`src/rtl/arm_ctrl_pkg.sv`:
```
// Shared encodings for the ARM multicycle controller: FSM state codes,
// datapath select values and the per-state control bundle.
package arm_ctrl_pkg;

    localparam logic [3:0] FETCH    = 4'd0;
    localparam logic [3:0] DECODE   = 4'd1;
    localparam logic [3:0] MEMADR   = 4'd2;
    localparam logic [3:0] MEMREAD  = 4'd3;
    localparam logic [3:0] MEMWB    = 4'd4;
    localparam logic [3:0] MEMWRITE = 4'd5;
    localparam logic [3:0] EXECUTER = 4'd6;
    localparam logic [3:0] EXECUTEI = 4'd7;
    localparam logic [3:0] ALUWB    = 4'd8;
    localparam logic [3:0] BRANCH   = 4'd9;
    localparam logic [3:0] MULEX    = 4'd10;
    localparam logic [3:0] MULWB    = 4'd11;
    localparam logic [3:0] MULWB2   = 4'd12;

    localparam logic [1:0] SRCA_REG = 2'b00;
    localparam logic [1:0] SRCA_PC  = 2'b01;

    localparam logic [1:0] SRCB_REG  = 2'b00;
    localparam logic [1:0] SRCB_IMM  = 2'b01;
    localparam logic [1:0] SRCB_FOUR = 2'b10;

    localparam logic [1:0] RES_ALUOUT    = 2'b00;
    localparam logic [1:0] RES_DATA      = 2'b01;
    localparam logic [1:0] RES_ALURESULT = 2'b10;

    localparam logic [1:0] OP_DP  = 2'b00;
    localparam logic [1:0] OP_MEM = 2'b01;
    localparam logic [1:0] OP_BR  = 2'b10;

    typedef struct packed {
        logic       irwrite;
        logic       adrsrc;
        logic [1:0] alusrca;
        logic [1:0] alusrcb;
        logic [1:0] resultsrc;
        logic       nextpc;
        logic       regw;
        logic       memw;
        logic       branch;
        logic       aluop;
        logic       ismul;
        logic       longflag;
    } ctrl_t;

    // MUL/UMULL/SMULL share the data-processing opcode space; MulBits tells them apart.
    function automatic logic is_mul(input logic [1:0] op, input logic [5:0] funct,
                                    input logic [3:0] mulbits);
        return (op == OP_DP) && (funct[5:4] == 2'b00) && (mulbits == 4'b1001);
    endfunction

endpackage

```
`src/rtl/mainfsm_outdec.sv`:
```
// Combinational Moore output decode: one control bundle per FSM state.
module mainfsm_outdec
    import arm_ctrl_pkg::*;
(
    input  logic [3:0] state,
    output ctrl_t      ctrl
);

    always_comb begin
        // NOTE: default every field first so no path through the case leaves a latch.
        ctrl = '0;
        case (state)
            FETCH: begin
                ctrl.irwrite   = 1'b1;
                ctrl.nextpc    = 1'b1;
                ctrl.alusrca   = SRCA_PC;
                ctrl.alusrcb   = SRCB_FOUR;
                ctrl.resultsrc = RES_ALURESULT;
            end
            DECODE: begin
                ctrl.alusrca   = SRCA_PC;
                ctrl.alusrcb   = SRCB_FOUR;
                ctrl.resultsrc = RES_ALURESULT;
            end
            MEMADR:   ctrl.alusrcb = SRCB_IMM;
            MEMREAD:  ctrl.adrsrc  = 1'b1;
            MEMWB: begin
                ctrl.resultsrc = RES_DATA;
                ctrl.regw      = 1'b1;
            end
            MEMWRITE: begin
                ctrl.adrsrc = 1'b1;
                ctrl.memw   = 1'b1;
            end
            EXECUTER: ctrl.aluop = 1'b1;
            EXECUTEI: begin
                ctrl.alusrcb = SRCB_IMM;
                ctrl.aluop   = 1'b1;
            end
            ALUWB:    ctrl.regw = 1'b1;
            BRANCH: begin
                ctrl.alusrcb   = SRCB_IMM;
                ctrl.resultsrc = RES_ALURESULT;
                ctrl.branch    = 1'b1;
            end
            MULEX: begin
                ctrl.ismul = 1'b1;
                ctrl.aluop = 1'b1;
            end
            MULWB: begin
                ctrl.ismul = 1'b1;
                ctrl.regw  = 1'b1;
            end
            MULWB2: begin
                ctrl.ismul    = 1'b1;
                ctrl.longflag = 1'b1;
                ctrl.regw     = 1'b1;
            end
            default: ctrl = '0;
        endcase
    end

endmodule

```
`src/rtl/mainfsm.sv`:
```
// Multicycle main controller: state register, next-state logic and the
// reset gating of the datapath write/commit enables.
module mainfsm
    import arm_ctrl_pkg::*;
(
    input  logic       clk,
    input  logic       reset,
    input  logic [1:0] Op,
    input  logic [5:0] Funct,
    input  logic [3:0] MulBits,
    output logic       IRWrite,
    output logic       AdrSrc,
    output logic [1:0] ALUSrcA,
    output logic [1:0] ALUSrcB,
    output logic [1:0] ResultSrc,
    output logic       NextPC,
    output logic       RegW,
    output logic       MemW,
    output logic       Branch,
    output logic       ALUOp,
    output logic       isMul,
    output logic       longFlag
);

    logic [3:0] state, next_state;
    ctrl_t      dec, ctrl;

    always_ff @(posedge clk) begin
        // NOTE: state registers take non-blocking assignments so every flop samples pre-edge values.
        if (!reset) state <= FETCH;
        else        state <= next_state;
    end

    always_comb begin
        next_state = FETCH;
        case (state)
            FETCH:  next_state = DECODE;
            DECODE: begin
                if (is_mul(Op, Funct, MulBits)) next_state = MULEX;
                else if (Op == OP_MEM)          next_state = MEMADR;
                else if (Op == OP_BR)           next_state = BRANCH;
                else if (Op == OP_DP)           next_state = Funct[5] ? EXECUTEI : EXECUTER;
                else                            next_state = FETCH;
            end
            MEMADR:   next_state = Funct[0] ? MEMREAD : MEMWRITE;
            MEMREAD:  next_state = MEMWB;
            EXECUTER: next_state = ALUWB;
            EXECUTEI: next_state = ALUWB;
            MULEX:    next_state = MULWB;
            MULWB:    next_state = (is_mul(Op, Funct, MulBits) && Funct[3]) ? MULWB2 : FETCH;
            default:  next_state = FETCH;
        endcase
    end

    mainfsm_outdec u_outdec (
        .state (state),
        .ctrl  (dec)
    );

    // Commit-type enables are masked the moment reset drops, even mid-store.
    always_comb begin
        ctrl = dec;
        if (!reset) begin
            ctrl.irwrite  = 1'b0;
            ctrl.nextpc   = 1'b0;
            ctrl.regw     = 1'b0;
            ctrl.memw     = 1'b0;
            ctrl.branch   = 1'b0;
            ctrl.longflag = 1'b0;
        end
    end

    assign IRWrite   = ctrl.irwrite;
    assign AdrSrc    = ctrl.adrsrc;
    assign ALUSrcA   = ctrl.alusrca;
    assign ALUSrcB   = ctrl.alusrcb;
    assign ResultSrc = ctrl.resultsrc;
    assign NextPC    = ctrl.nextpc;
    assign RegW      = ctrl.regw;
    assign MemW      = ctrl.memw;
    assign Branch    = ctrl.branch;
    assign ALUOp     = ctrl.aluop;
    assign isMul     = ctrl.ismul;
    assign longFlag  = ctrl.longflag;

endmodule
```
`config.mk`:
```
export PLATFORM = sky130hd
export DESIGN_NAME = mainfsm
export DESIGN_NICKNAME = d
export VERILOG_FILES = /design/src/rtl/arm_ctrl_pkg.sv /design/src/rtl/mainfsm_outdec.sv /design/src/rtl/mainfsm.sv
export SDC_FILE = /design/constraint.sdc
export NUM_CORES = 1
export LEC_CHECK = 0
export CAP_MARGIN = 10
export CORE_UTILIZATION = 35
export CTS_BUF_LIST = sky130_fd_sc_hd__clkbuf_4
export CTS_CLUSTER_DIAMETER = 120
export DETAILED_ROUTE_END_ITERATION = 12
export MAX_ROUTING_LAYER = met4
export PLACE_DENSITY = 0.77
export SLEW_MARGIN = 20
export SYNTH_ARGS = -nofsm -noshare
export SYNTH_HDL_FRONTEND = slang
export SYNTH_SLANG_ARGS = --single-unit
```
`constraint.sdc`:
```
create_clock -name clk -period 2.87 [get_ports clk]
set_input_delay 0.574 -clock clk [delete_from_list [all_inputs] [get_ports clk]]
set_output_delay 0.574 -clock clk [all_outputs]
set_load 0.02 [all_outputs]
```
; ---- After elaboration in Yosys (flattened, before gate mapping)
; Cells that the tools add are included.
[op_classes]
reduce_logical = 14
muxes = 22
n_eq_ne = 15
[op_table]
columns = op, n
row1 = 4-bit case mux with 7 select lines, 1
row2 = "4-bit == test, second input constant", 6
row3 = 4-bit two-way mux, 5
row4 = "4-bit by 3-bit == test with 1-bit output, second input constant", 4
row5 = 1-bit two-way mux, 12
row6 = 3-bit OR reduction, 4
row7 = "4-bit by 2-bit == test with 1-bit output, second input constant", 2
row8 = 2-bit case mux with 2 select lines, 2
row9 = 3-bit two-way mux, 2
row10 = 2-bit OR reduction, 3
row11 = "4-bit by 1-bit == test with 1-bit output, second input constant", 1
row12 = 2-bit zero test, 2
row13 = 4-bit zero test, 1
row14 = 4-bit OR reduction, 1
row15 = 1-bit logical AND, 3
row16 = "2-bit by 1-bit == test with 1-bit output, second input constant", 1
row17 = "2-bit == test, second input constant", 1
[totals]
in_bits = 14
register_bits = 4
out_inout_bits = 15

; ---- Longest topological paths before layout
[depth]
ltp_word = 6
ltp_mapped = 5
depth_no_buf = 4

; ---- Modules after synthesis
; Synthesis repeated with hierarchy kept, for this count alone.
[hier_totals]
hier_cells = 72
area_unflattened_um2 = 549.3
[by_module_without_submodules]
columns = mod, area_per_inst_um2, cells_each, n_inst
row1 = mainfsm, 309.0, 42, 1
row2 = mainfsm_outdec, 240.2, 30, 1

; ---- Worst setup path after synthesis
; OpenSTA, ideal clock, no wires.
[synth_path]
path_type = register to output
startpoint = reg state[2]
endpoint = out RegW
path_buffers = 2
slack_ns = 0.973
path_stages_with_launch = 5
t_required_ns = 2.296
arrival_time_ns = 1.323
path_cell_list = dfxtp_1 > buf_2 > buf_1 > nand2_1 > a21boi_0
[synth_via]
elab_chain_len = 4
[synth_rtl]
columns = element, line_no
row1 = "start, declared", mainfsm.sv:25  ; logic [3:0] state, next_state;
row2 = "start signal, assigned", mainfsm.sv:31  ; else state <= next_state;
row3 = 4-bit == test / 4-bit by 3-bit == test with 1-bit output (equally long branches), mainfsm_outdec.sv:12  ; case (state)
row4 = 4-bit OR reduction (no source line) (*), n/a
row5 = 1-bit two-way mux (*), mainfsm_outdec.sv:12
row6 = 4-bit two-way mux (*), mainfsm.sv:63  ; if (!reset) begin
row7 = "end, declared", mainfsm.sv:17  ; output logic RegW,
; Every way passes the cells marked *; elsewhere a longest branch is shown, timed or not.

; ---- Final worst setup path
[layout_path]
startpoint = reg state[1]
endpoint = out RegW
; Same word-level chain as after synthesis.

==> results.toml <==
[timing]
rsz0062_at_grt = "no"
fin_tns_setup_ps = 0
finalCriticalPeriod_ps = 2560
fin_crit_sh_pct = 89.3
finalClockSkew_ps = 1.17
slew_viol_final = 0
setup_violations = 0
max_freq_mhz = 390
hold_violations = 0

[placed_design]
io_buffer_count = 25
dp_hpwl_um = 995
placed_area_um2 = 707
gp_congestion = 0.843

[clock_tree]
clockRootBuffer = "clkbuf_4"
clkSlewWorstSetupHoldPaths_ps = 30
clk_latency_ps = 230
cts_setup_buffers = 0
cts_tree = "done"
ctsResizeCount = 0
htreeDepth = 1
clkSinkCount = 4
ctsHoldBuffers = 0
clockBufferDepth = 2
cts_buffers = 3

[logic_synthesis]
seq_area_frac_synth_pct = 17.3
yosysWarnings = 0
netlist_area_um2 = 463
synth_edf_count = 0
yosysTopAreaCell = "dfxtp_1"
synth.top_cell.area_share_pct = 17.3
ys_async_sr_fraction_pct = 0
syn_area_per_cell_um2 = 6.52
ys_ff_latch = 4
yosysUniqueCellTypes = 30
synthTopCellsByArea = "dfxtp_1 17%, nor2_1 7.3%, nand2b_1 6.8%"
synthCells = 71
syn_nets = 85
synthFlopType = "dfxtp_1"

[pwr]
pwr-share-seq_pct = 28.9
p_int_uw = 164
switching_power_uw = 91.0
combPwrFrac_pct = 44.9
power_leakage_nw = 0.283
swShare_pct = 35.7
powerDensity_nw_per_um2 = 349
pwr-share-clk_pct = 26.2
irDropWorstVdd_mv = 0.268

[layout]
largest_reg_flops = 4
final_cell_mix = "25 x clkdlybuf4s50_1, 9 x nor2_1, 6 x nand2_1"
reg_top3 = "state x4"
diodes = 0
final_cell_area_um2 = 729
fin_nets = 110
syn_to_final_growth_pct = 57.6
drive_gt1_share_pct = 8.51
final_common_cell = "clkdlybuf4s50_1"
nFillCells = 126
regMostFlops = "state"

[critical_path]
startpoint_type = "register"
cp_data_arrival_time_ps = 1990
worstPathMaxFanout = 16
worst_ep_required_time_ps = 2300
cp-end-kind = "output pin"
path_class = "reg -> out"

[hold_path]
hp-class = "reg -> reg"

[global_route]
grt_overflow_total = 0
first_global_vias = 465
antenna_found_initial = 0
grt_start_max_net_pins = 17
grt_use_met3_pct = 0
grt_pass1_wl_mm = 1.90
use_met1_pct = 23.7
grt_usage_pct = 18.5
grtUsageMet2_pct = 30.9
top_usage_layer = "met2"

[floorplanning]
dieArea_um2 = 1470
die_y_um = 38.4
coreArea_um2 = 1170
num_rows = 12
die_w_um = 38.4
initial_core_util_pct = 39.5
io-pin-count = 29

[route]
wl_mm = 1.25
wl_per_cell_um = 11.5
ant_nets = 0
dr.pass1.iters = 4
vias = 583
via_per_inst = 5.40
drt_iter0_markers = 9
drc_errors = 0

[flow_run]
drv_cap = 0

[status]
status = "completed"
==> metal layers <==
metal  vias up  part of all wire, %
met2        16                   47
met3         2                  3.1
li1        301                    -
met1       264                   48
met5         -                    0
met4         0                  1.4
==> kinds of logic after synthesis <==
group / after synthesis / share of synthesized area [%]
flip-flops: 4 / 17.3
other: 1 / 0.810
AO/OA/AOI/OAI: 18 / 24.9
buffers and inverters: 10 / 10.8
AND/OR/NAND/NOR: 38 / 46.2
==> cells in the mapped netlist (2+ instances only) <==
| master | number |
|---|---|
| inv_1 | 2 |
| and3_1 | 3 |
| dfxtp_1 | 4 |
| buf_2 | 4 |
| nand2_1 | 6 |
| buf_4 | 2 |
| o21ai_0 | 5 |
| nand4_1 | 2 |
| a21boi_0 | 2 |
| nor2b_1 | 2 |
| nand2b_1 | 5 |
| a21oi_1 | 4 |
| nor3_1 | 4 |
| nor2_1 | 9 |
| a31oi_1 | 2 |
==> critical path, stage by stage (launching register included) <==
cell	delay (ps)
dfxtp_1	620
nand2_1	150
nor2_1	110
o21ai_0	80
a21boi_0	180
clkdlybuf4s50_1	630
==> path summary, 6_finish.rpt <==
check | startpoint | end | slack (ps) | cells after the start
max | state[1] | RegW | 310 | 5
max reg2reg | state[1] | state[1] | 1400 | 4
min reg2reg | state[2] | state[1] | 660 | 1
min | state[2] | state[1] | 660 | 1
==> power by group through the flow <==
stage | clock network (mW) | registers, mW | logic [mW]
after CTS | 0.0702 | 0.0729 | 0.115
after global routing | 0.0713 | 0.0746 | 0.125
final | 0.0669 | 0.0736 | 0.114
after global placement | 0 | 0.0738 | 0.113
after detailed placement | 0 | 0.0738 | 0.115
after floorplan | 0 | 0.0665 | 0.0717
==> stage by stage <==
stage / std cells / power, mW / setup slack [ps] / utilization [%] / hold WS [ps]
detailed placement: 105 / 0.188 / 325 / 60.4 / 657
global route: 108 / 0.271 / 128 / 62.3 / 694
finish: 108 / 0.255 / 308 / 62.3 / 663
global placement: 105 / 0.187 / 341 / 60.4 / 656
floorplan: 71 / 0.138 / 973 / - / 621
CTS: 108 / 0.258 / 318 / 62.3 / 659
==> area by class of cell <==
type	count	area, µm²	share of cell area (%)
repair buffers	27	265	36.4
clock buffers	3	22.5	3.09
flip-flops and latches	4	80.1	11.0
well taps	14	17.5	2.40
multi-input cells	57	333	45.6
inverters	3	11.3	1.54
Note: power is estimated with default switching activity, not from simulation.
